[config.mk]
export PLATFORM = sky130hd
export DESIGN_NAME = decoder_scan_nx
export DESIGN_NICKNAME = d
export VERILOG_FILES = /design/src/rtl/decoder_pkg.sv /design/src/rtl/dwell_timer.sv /design/src/rtl/decoder_scan_nx.sv
export SDC_FILE = /design/constraint.sdc
export NUM_CORES = 1
export LEC_CHECK = 0
export CAP_MARGIN = 20
export CORE_MARGIN = 2
export CORE_UTILIZATION = 46
export CTS_CLUSTER_DIAMETER = 60
export DETAILED_ROUTE_END_ITERATION = 16
export DONT_BUFFER_PORTS = 1
export GPL_TIMING_DRIVEN = 0
export HOLD_SLACK_MARGIN = 0.12
export PLACE_DENSITY = 0.6
export SETUP_SLACK_MARGIN = 0.1
export SKIP_LAST_GASP = 1
export SLEW_MARGIN = 20
export SYNTH_ARGS = -nofsm -noshare
export SYNTH_HDL_FRONTEND = slang
export SYNTH_SLANG_ARGS = --single-unit
[constraint.sdc]
create_clock -name clk_i -period 2.1 [get_ports clk_i]
set_input_delay 0.315 -clock clk_i [delete_from_list [all_inputs] [get_ports clk_i]]
set_output_delay 0.315 -clock clk_i [all_outputs]
set_load 0.01 [all_outputs]
[src/rtl/decoder_pkg.sv]
// Shared definitions for the one-hot decoder / scan sequencer.
// Latency: n/a (types, constants and a pure helper function only).
// Backpressure: none; the block has no flow control.
package decoder_pkg;

  typedef enum logic [1:0] {
    ST_IDLE   = 2'd0,
    ST_DIRECT = 2'd1,
    ST_SCAN   = 2'd2
  } state_e;

  localparam logic MODE_DIRECT = 1'b0;
  localparam logic MODE_SCAN   = 1'b1;

  // Widest output vector the helper can build; callers size-cast down to NUM_OUT.
  localparam int ONEHOT_MAX = 256;

  // One-hot of idx; all-zero when idx falls outside 0..num_out-1.
  function automatic logic [ONEHOT_MAX-1:0] onehot(input int idx, input int num_out);
    logic [ONEHOT_MAX-1:0] v;
    v = '0;
    for (int i = 0; i < ONEHOT_MAX; i++) begin
      v[i] = (i == idx) && (i < num_out);
    end
    return v;
  endfunction

endpackage

[src/rtl/dwell_timer.sv]
// Dwell timer: up-counter 0..dwell_q with terminal count; restarts and re-samples dwell on tc.
// Latency: tc_o is combinational from the registered count; clr/reload take effect next edge.
// Backpressure: none; run_i simply gates counting.
// Ports: clk_i, rst_ni (async low); clr_i zeroes the count keeping dwell_q;
//        reload_i zeroes the count and samples dwell_i; run_i advances; tc_o = (cnt == dwell_q).
module dwell_timer #(
  parameter int DWELL_W = 8
) (
  input  logic               clk_i,
  input  logic               rst_ni,
  input  logic               clr_i,
  input  logic               reload_i,
  input  logic               run_i,
  input  logic [DWELL_W-1:0] dwell_i,
  output logic               tc_o
);

  logic [DWELL_W-1:0] cnt_q, cnt_d;
  logic [DWELL_W-1:0] dwell_q, dwell_d;

  assign tc_o = (cnt_q == dwell_q);

  always_comb begin
    cnt_d   = cnt_q;
    dwell_d = dwell_q;
    if (clr_i) begin
      cnt_d = '0;
    end else if (reload_i) begin
      cnt_d   = '0;
      dwell_d = dwell_i;
    end else if (run_i) begin
      if (tc_o) begin
        // End of a dwell period: start the next one with a fresh period length.
        cnt_d   = '0;
        dwell_d = dwell_i;
      end else begin
        cnt_d = cnt_q + DWELL_W'(1);
      end
    end
  end

  always_ff @(posedge clk_i or negedge rst_ni) begin
    if (!rst_ni) begin
      cnt_q   <= '0;
      dwell_q <= '0;
    end else begin
      cnt_q   <= cnt_d;
      dwell_q <= dwell_d;
    end
  end

endmodule

[src/rtl/decoder_scan_nx.sv]
// Registered one-hot decoder with automatic scan sequencing (LED digit / keypad row strobes).
// Latency: one cycle from load/mode/en to out_o; every output is a register.
// Backpressure: none; load_i is a single-cycle strobe that is always accepted or flagged by err_o.
// Ports: en_i (0 blanks), mode_i (0 direct, 1 scan), load_i/sel_i (new index), dwell_i
//        (scan period - 1); out_o one-hot, idx_o active index, busy_o, wrap_o, err_o pulses.
module decoder_scan_nx
  import decoder_pkg::*;
#(
  parameter int SEL_W   = 4,
  parameter int NUM_OUT = 16,
  parameter int DWELL_W = 8
) (
  input  logic               clk_i,
  input  logic               rst_ni,
  input  logic               en_i,
  input  logic               mode_i,
  input  logic               load_i,
  input  logic [SEL_W-1:0]   sel_i,
  input  logic [DWELL_W-1:0] dwell_i,
  output logic [NUM_OUT-1:0] out_o,
  output logic [SEL_W-1:0]   idx_o,
  output logic               busy_o,
  output logic               wrap_o,
  output logic               err_o
);

  state_e             state_q, state_d;
  logic [SEL_W-1:0]   idx_q, idx_d;
  logic [NUM_OUT-1:0] out_q, out_d;
  logic               busy_q, wrap_q, wrap_d, err_q, err_d;
  logic               t_clr, t_reload, t_run, t_tc;
  logic               load_ok, at_last;

  assign load_ok = load_i && (int'(sel_i) < NUM_OUT);
  assign at_last = (idx_q == SEL_W'(NUM_OUT - 1));

  dwell_timer #(.DWELL_W(DWELL_W)) u_timer (
    .clk_i    (clk_i),
    .rst_ni   (rst_ni),
    .clr_i    (t_clr),
    .reload_i (t_reload),
    .run_i    (t_run),
    .dwell_i  (dwell_i),
    .tc_o     (t_tc)
  );

  // Priority: en, then mode change, then load, then scan step.
  always_comb begin
    state_d  = state_q;
    idx_d    = idx_q;
    wrap_d   = 1'b0;
    err_d    = load_i && !load_ok;
    t_clr    = 1'b0;
    t_reload = 1'b0;
    t_run    = 1'b0;

    if (!en_i) begin
      state_d = ST_IDLE;
      t_clr   = 1'b1;
      // Only a block already parked in IDLE may be pre-loaded while disabled.
      if (state_q == ST_IDLE && load_ok) idx_d = sel_i;
    end else begin
      unique case (state_q)
        ST_IDLE, ST_DIRECT: begin
          if (mode_i == MODE_SCAN) begin
            state_d  = ST_SCAN;
            t_reload = 1'b1;
          end else begin
            state_d = ST_DIRECT;
            t_clr   = 1'b1;
          end
          if (load_ok) idx_d = sel_i;
        end
        ST_SCAN: begin
          if (mode_i == MODE_DIRECT) begin
            state_d = ST_DIRECT;
            t_clr   = 1'b1;
            if (load_ok) idx_d = sel_i;
          end else if (load_ok) begin
            // A load restarts the dwell period and suppresses any same-cycle step.
            idx_d = sel_i;
            t_clr = 1'b1;
          end else begin
            t_run = 1'b1;
            if (t_tc) begin
              idx_d  = at_last ? '0 : idx_q + SEL_W'(1);
              wrap_d = at_last;
            end
          end
        end
        default: begin
          state_d = ST_IDLE;
          t_clr   = 1'b1;
        end
      endcase
    end

    out_d = (state_d == ST_IDLE) ? '0 : NUM_OUT'(onehot(int'(idx_d), NUM_OUT));
  end

  always_ff @(posedge clk_i or negedge rst_ni) begin
    if (!rst_ni) begin
      state_q <= ST_IDLE;
      idx_q   <= '0;
      out_q   <= '0;
      busy_q  <= 1'b0;
      wrap_q  <= 1'b0;
      err_q   <= 1'b0;
    end else begin
      state_q <= state_d;
      idx_q   <= idx_d;
      out_q   <= out_d;
      busy_q  <= (state_d != ST_IDLE);
      wrap_q  <= wrap_d;
      err_q   <= err_d;
    end
  end

  assign out_o  = out_q;
  assign idx_o  = idx_q;
  assign busy_o = busy_q;
  assign wrap_o = wrap_q;
  assign err_o  = err_q;

endmodule

Word level (Yosys, flattened, before mapping)
Index checks and enable logic that the tools add are counted.
{"block": "word_totals", "regBits": 40, "latch_bits": 0, "ram_bits": 0, "rom_bits": 0, "input_bits": 17, "output_inout_bits": 23, "memories": 0}
{"block": "classes", "addsub": 2, "mul": 0, "div": 0, "order_cmp": 0, "eq_ne": 19, "shifts": 0, "n_mux": 37, "bitwise_logic": 1, "n_reduce_logical": 10}
{"operator": "$mux 8", "count": 7}
{"operator": "$eq 4x4->1 const A", "count": 8}
{"operator": "$mux 4", "count": 7}
{"operator": "$eq 3x4->1 const A", "count": 4}
{"operator": "$mux 1", "count": 16}
{"operator": "$mux 16", "count": 1}
{"operator": "$add 8x1->8 const B", "count": 1}
{"operator": "$eq 2x4->1 const A", "count": 2}
{"operator": "$eq 8x8->1", "count": 1}
{"operator": "$pmux 4 s2", "count": 1}
{"operator": "$mux 2", "count": 3}
{"operator": "$reduce_bool 2->1", "count": 3}
{"operator": "$add 4x1->4 const B", "count": 1}
{"operator": "$eq 1x4->1 const A", "count": 1}
{"operator": "$eq 4x4->1 const B", "count": 1}
{"operator": "$logic_not 2->1", "count": 2}
{"operator": "$logic_not 4->1", "count": 1}
{"operator": "$pmux 2 s2", "count": 1}
{"operator": "$reduce_and 3->1", "count": 1}
{"operator": "$reduce_bool 3->1", "count": 1}
{"operator": "$eq 2x1->1 const B", "count": 1}
{"operator": "$eq 2x2->1 const B", "count": 1}
{"operator": "$pmux 1 s2", "count": 1}
{"operator": "$reduce_or 2->1", "count": 1}
{"operator": "other kinds (2)", "count": 2}

Logic depth before layout (Yosys ltp)
{"block": "depth", "ltp_word": 9, "depth_mapped": 8, "mapped_depth_nobuf": 7}

Modules after synthesis
A second synthesis with hierarchy kept.
{"block": "hier_totals", "hier_cells": 241, "hier_area_um2": 2437.3}
{"module": "decoder_scan_nx", "instances": 1, "cells_per_inst": 119, "area_each_um2": 1242.4}
{"module": "dwell_timer", "instances": 1, "cells_per_inst": 122, "area_each_um2": 1194.9}

Least setup slack after synthesis
No wires, ideal clock.
{"block": "synth_timing", "path_kind": "register -> register", "from": "register u_timer.cnt_q[2]", "to": "register u_timer.dwell_q[0]", "t_arrival_ns": 1.930, "setup_slack_ns": 0.045, "path_stages_with_launch": 6, "period_less_slack_ns": 2.055, "path_cell_list": "dfrtp_1 xnor2_2 nand4_2 or4_1 a21oi_2 mux2_2"}
{"block": "synth_via", "elab_chain_len": 3}
{"item": "start: declaration", "line": "dwell_timer.sv:18", "text": "logic [DWELL_W-1:0] cnt_q, cnt_d;"}
{"item": "start signal: assignment", "line": "dwell_timer.sv:47", "text": "cnt_q <= cnt_d;"}
{"item": "$eq 8x8->1", "line": "dwell_timer.sv:21", "text": "assign tc_o = (cnt_q == dwell_q);"}
{"item": "$reduce_bool 2->1 (no line)"}
{"item": "$reduce_and 3->1 (no line)"}
{"item": "end signal: assignment", "line": "dwell_timer.sv:48", "text": "dwell_q <= dwell_d;"}
{"item": "end: declaration", "line": "dwell_timer.sv:19", "text": "logic [DWELL_W-1:0] dwell_q, dwell_d;"}
No other way between the ends.
A chain may end at the register's enable or synchronous reset.

Final worst setup path
{"block": "layout_timing", "from": "register u_timer.dwell_q[5]", "to": "register out_q[10], in the netlist out_o[10]"}
{"block": "layout_via", "elab_chain_len": 8}
{"item": "$eq 8x8->1", "line": "dwell_timer.sv:21"}
{"item": "$mux 4", "line": "decoder_scan_nx.sv:85", "text": "if (t_tc) begin"}
{"item": "$mux 4", "line": "decoder_scan_nx.sv:79", "text": "end else if (load_ok) begin"}
{"item": "$mux 4", "line": "decoder_scan_nx.sv:75", "text": "if (mode_i == MODE_DIRECT) begin"}
{"item": "$pmux 4 s2", "line": "decoder_scan_nx.sv:63", "text": "unique case (state_q)"}
{"item": "$mux 4", "line": "decoder_scan_nx.sv:57", "text": "if (!en_i) begin"}
{"item": "named net idx_d[0]", "line": "decoder_scan_nx.sv:28", "text": "logic [SEL_W-1:0] idx_q, idx_d;"}
{"item": "$eq 4x4->1", "line": "decoder_pkg.sv:23", "text": "v[i] = (i == idx) && (i < num_out);"}
{"item": "$mux 16", "line": "decoder_scan_nx.sv:98", "text": "out_d = (state_d == ST_IDLE) ? '0 : NUM_OUT'(onehot(int'(idx_d), NUM_OUT));"}
{"item": "named net out_d[10]", "line": "decoder_scan_nx.sv:29", "text": "logic [NUM_OUT-1:0] out_q, out_d;"}
{"item": "end signal: assignment", "line": "decoder_scan_nx.sv:112", "text": "out_q <= out_d;"}
{"item": "end: declaration", "line": "decoder_scan_nx.sv:29"}
The timed path passes the listed nets, and every way through them passes these cells.

==> impl_metrics.py <==
metrics = {
    "cts": {
        "htree_levels": 2,
        "cts_tree": "done",
        "cts_root_buf": "clkbuf_8",
        "cts_buffers": 5,
        "clock_path_buffers": 2,
        "clkSlewWorstSetupHoldPaths_ps": 80,
        "cts.sinks": 40,
        "insertion_delay_ps": 290,
    },
    "drt": {
        "drt-initial-drc-count": 130,
        "wl_per_cell_um": 19.8,
        "avgViaCountPerCell": 6.10,
        "vias": 1629,
        "antenna_left": 0,
        "drcViolationCount": 0,
        "dr.pass1.iters": 4,
        "wl_mm": 5.28,
    },
    "power": {
        "power_mw": 2.11,
        "leakage_nw": 1.10,
        "ir_drop_mv": 0.504,
        "power.density_mw_per_mm2": 774,
    },
    "worst_setup_path": {
        "crit_path_frequent_cell": "buf_4",
        "slowest_delay_ps": 420,
        "slowest_stage": "dfrtp_1",
        "required_ps": 2290,
        "worst-setup-path-type": "register to register",
        "cp-start-kind": "register",
        "cp_cell_sequence": "xnor2_2 -> buf_4 -> and4_4 -> buf_4 -> a21oi_1 -> a211oi_4 -> inv_4 -> nor4_2",
        "critPathMaxFanout": 9,
        "crit_path_end_kind": "register",
        "worstPathArrival_ps": 2320,
    },
    "place": {
        "io_buffers": 0,
        "post-dp-hpwl_mm": 3.25,
        "placedInstanceArea_mm2": 0.00217,
        "gp_congestion": 0.911,
    },
    "layout": {
        "layout-drive-gt1-share_pct": 41.9,
        "stdcell_area_mm2": 0.00272,
        "fin_nets": 233,
        "areaGrowthSynthToFinish_pct": 29.7,
        "fillers": 354,
        "num_antenna_cells": 0,
    },
    "global_routing": {
        "grt_antenna_before_repair": 0,
        "grt_overflow": 0,
        "grt_max_degree": 41,
        "grt.total_usage_pct": 20.5,
        "grt_first_pass_wirelength_mm": 8.02,
        "grt_pass1_vias": 1549,
    },
    "floorplan": {
        "ioPinCount": 40,
        "dieArea_mm2": 0.00512,
        "row_count": 24,
        "coreArea_mm2": 0.00438,
        "start_util_pct": 47.9,
        "die_h_um": 71.6,
        "die_x_um": 71.6,
    },
    "logic_synthesis": {
        "synth_cells": 184,
        "synth_top_family_by_area": "simple AND/OR/NAND/NOR gates",
        "ys_types": 60,
        "synth_top_area_share_pct": 47.7,
        "synth-xor-area-share_pct": 7.63,
        "synthSimpleGateAreaFrac_pct": 21.5,
        "ys.flop_type": "dfrtp_1",
        "synthTopCellsByArea": "dfrtp_1 (48%), nor4_1 (5.4%), mux2_2 (4.3%)",
        "yosys.area_share.adder_pct": 1.19,
        "synth_compound_area_share_pct": 11.5,
        "ys_ff_latch": 40,
        "muxShareOfSynthArea_pct": 5.78,
        "synth.avg_cell_area_um2": 11.4,
        "yosys.area.top_type": "dfrtp_1",
        "syn-num-nets": 203,
        "syn_area_mm2": 0.00210,
        "synth-edff-count": 0,
        "async_flop_share_pct": 100,
        "yosysSeqAreaShare_pct": 47.7,
        "yosys_warnings": 0,
    },
    "timing": {
        "finalClockSkew_ps": 8.68,
        "setup_violations": 9,
        "finalCritPeriodShare_pct": 101,
        "worst_pin_slew_ps": 612,
        "relSlewSlack_pct": 59.2,
        "setup_slack_ps": -27.2,
        "fin_crit_ps": 2130,
        "grt_setup_unrepaired": "yes",
        "slew_violations": 0,
        "clock.fmax_mhz": 470,
        "hold_viol_final": 0,
    },
    "outcome": {
        "status": "finished with violations",
        "violations": "setup timing",
    },
    "hold_path": {
        "hold_class": "input pin to register",
    },
    "job": {
        "drv_cap": 0,
    },
}
[what timing repair did]
item                                   in CTS  in global routing
setup endpoints to repair                  27                 26
setup buffers                              12                  9
gates cloned                                0                  0
endpoints found under the hold margin      40                  0
hold buffers                                2                  0
gates resized for setup                    15                 29
pin swaps                                  12                 12
[registers in the layout, indices dropped and copies added (netlist names)]
register,count
busy_o,1
u_timer.cnt_q,8
state_q,2
out_o,16
idx_o,4
u_timer.dwell_q,8
wrap_o,1
[through the flow]
| step | worst slack (ps) | cells | setup TNS (ps) | hold WS (ps) | util [%] |
|---|---|---|---|---|---|
| after global routing | -77.3 | 267 | -1190 | 161 | 62.1 |
| final | -27.2 | 267 | -92.3 | 171 | 62.1 |
| after detailed placement | -326 | 236 | -5000 | 20.0 | 49.5 |
| after floorplan | 66.9 | 184 | 0 | 19.4 | - |
| after global placement | -252 | 236 | -3390 | 20.2 | 49.5 |
| after CTS | -76.7 | 258 | -991 | 161 | 56.9 |
[logic make-up (layout without fill, tap and decap cells)]
group,after synthesis,after routing
compound gates,25,25
xor+xnor,14,14
fa+ha+maj,2,2
buf+inv,14,45
flops,40,40
mux,11,11
other cells,1,1
simple gates,77,77
[final timing paths]
path	start	slack [ps]	depth (start not counted)	endpoint
max	u_timer.dwell_q[5]	-30	8	out_o[10]
max reg2reg	u_timer.dwell_q[5]	-30	8	out_o[10]
max in group asynchronous	rst_ni	1380	2	idx_o[1]
min	dwell_i[2]	170	1	u_timer.dwell_q[2]
min in group asynchronous	rst_ni	500	2	state_q[0]
min reg2reg	u_timer.cnt_q[0]	510	1	u_timer.cnt_q[0]
[Yosys cell counts, types with 4 or more instances]
master   count
nor2_1      12
xnor2_1      5
nand3_1     10
nor3_1       4
xnor2_2      5
nand2_1      7
xor2_1       4
nor4_1      18
dfrtp_1     40
inv_1        4
mux2_2       8
[layer usage]
layer | global-route usage (%) | up-vias | wire length [um]
met5 | 0 | - | 0
met4 | 7.13 | 0 | 48
met2 | 33.0 | 59 | 2670
met3 | 5.20 | 6 | 394
li1 | - | 744 | -
met1 | 26.9 | 820 | 2170
[critical path, delay by kind of cell, from the launching register on]
| family | cells | cell delay (ps) |
|---|---|---|
| xor gates and xnor gates | 1 | 240 |
| and+or+nand+nor | 2 | 560 |
| buffers and inverters | 3 | 420 |
| AOI/OAI and AO/OA | 2 | 390 |
| DFF | 1 | 420 |
[placed cells by master (no fill, tap or decap), drive strengths merged, types with 3 or more instances in the layout]
| cell type | Yosys | routed |
|---|---|---|
| a21oi | 4 | 4 |
| a31oi | 3 | 3 |
| and3 | 4 | 4 |
| buf | 5 | 24 |
| clkbuf | 2 | 10 |
| dfrtp | 40 | 40 |
| inv | 7 | 7 |
| mux2 | 9 | 9 |
| nand2 | 7 | 7 |
| nand2b | 3 | 3 |
| nand3 | 10 | 10 |
| nor2 | 12 | 12 |
| nor2b | 3 | 3 |
| nor3 | 4 | 4 |
| nor4 | 18 | 18 |
| o311ai | 4 | 4 |
| xnor2 | 10 | 10 |
| xor2 | 4 | 4 |
[area by class of cell]
type / count / area, um^2 / share of cell area (%)
Clock buffer: 6 / 82.6 / 3.03
Timing Repair Buffer: 23 / 206 / 7.58
Inverter: 7 / 33.8 / 1.24
Tap cell: 52 / 65.1 / 2.39
Sequential cell: 40 / 1010 / 37.0
Multi-Input combinational cell: 130 / 1220 / 44.8
Buffer: 7 / 68.8 / 2.53
Clock inverter: 2 / 38.8 / 1.42
[power breakdown]
group	switching [mW]	leakage, nW	internal [mW]	total [mW]
combinational	0.288	0.520	0.237	0.525
clock	0.269	0.0614	0.389	0.658
sequential	0.0929	0.518	0.833	0.926
total	0.651	1.10	1.46	2.11
Power figures use the tool's default switching activity.
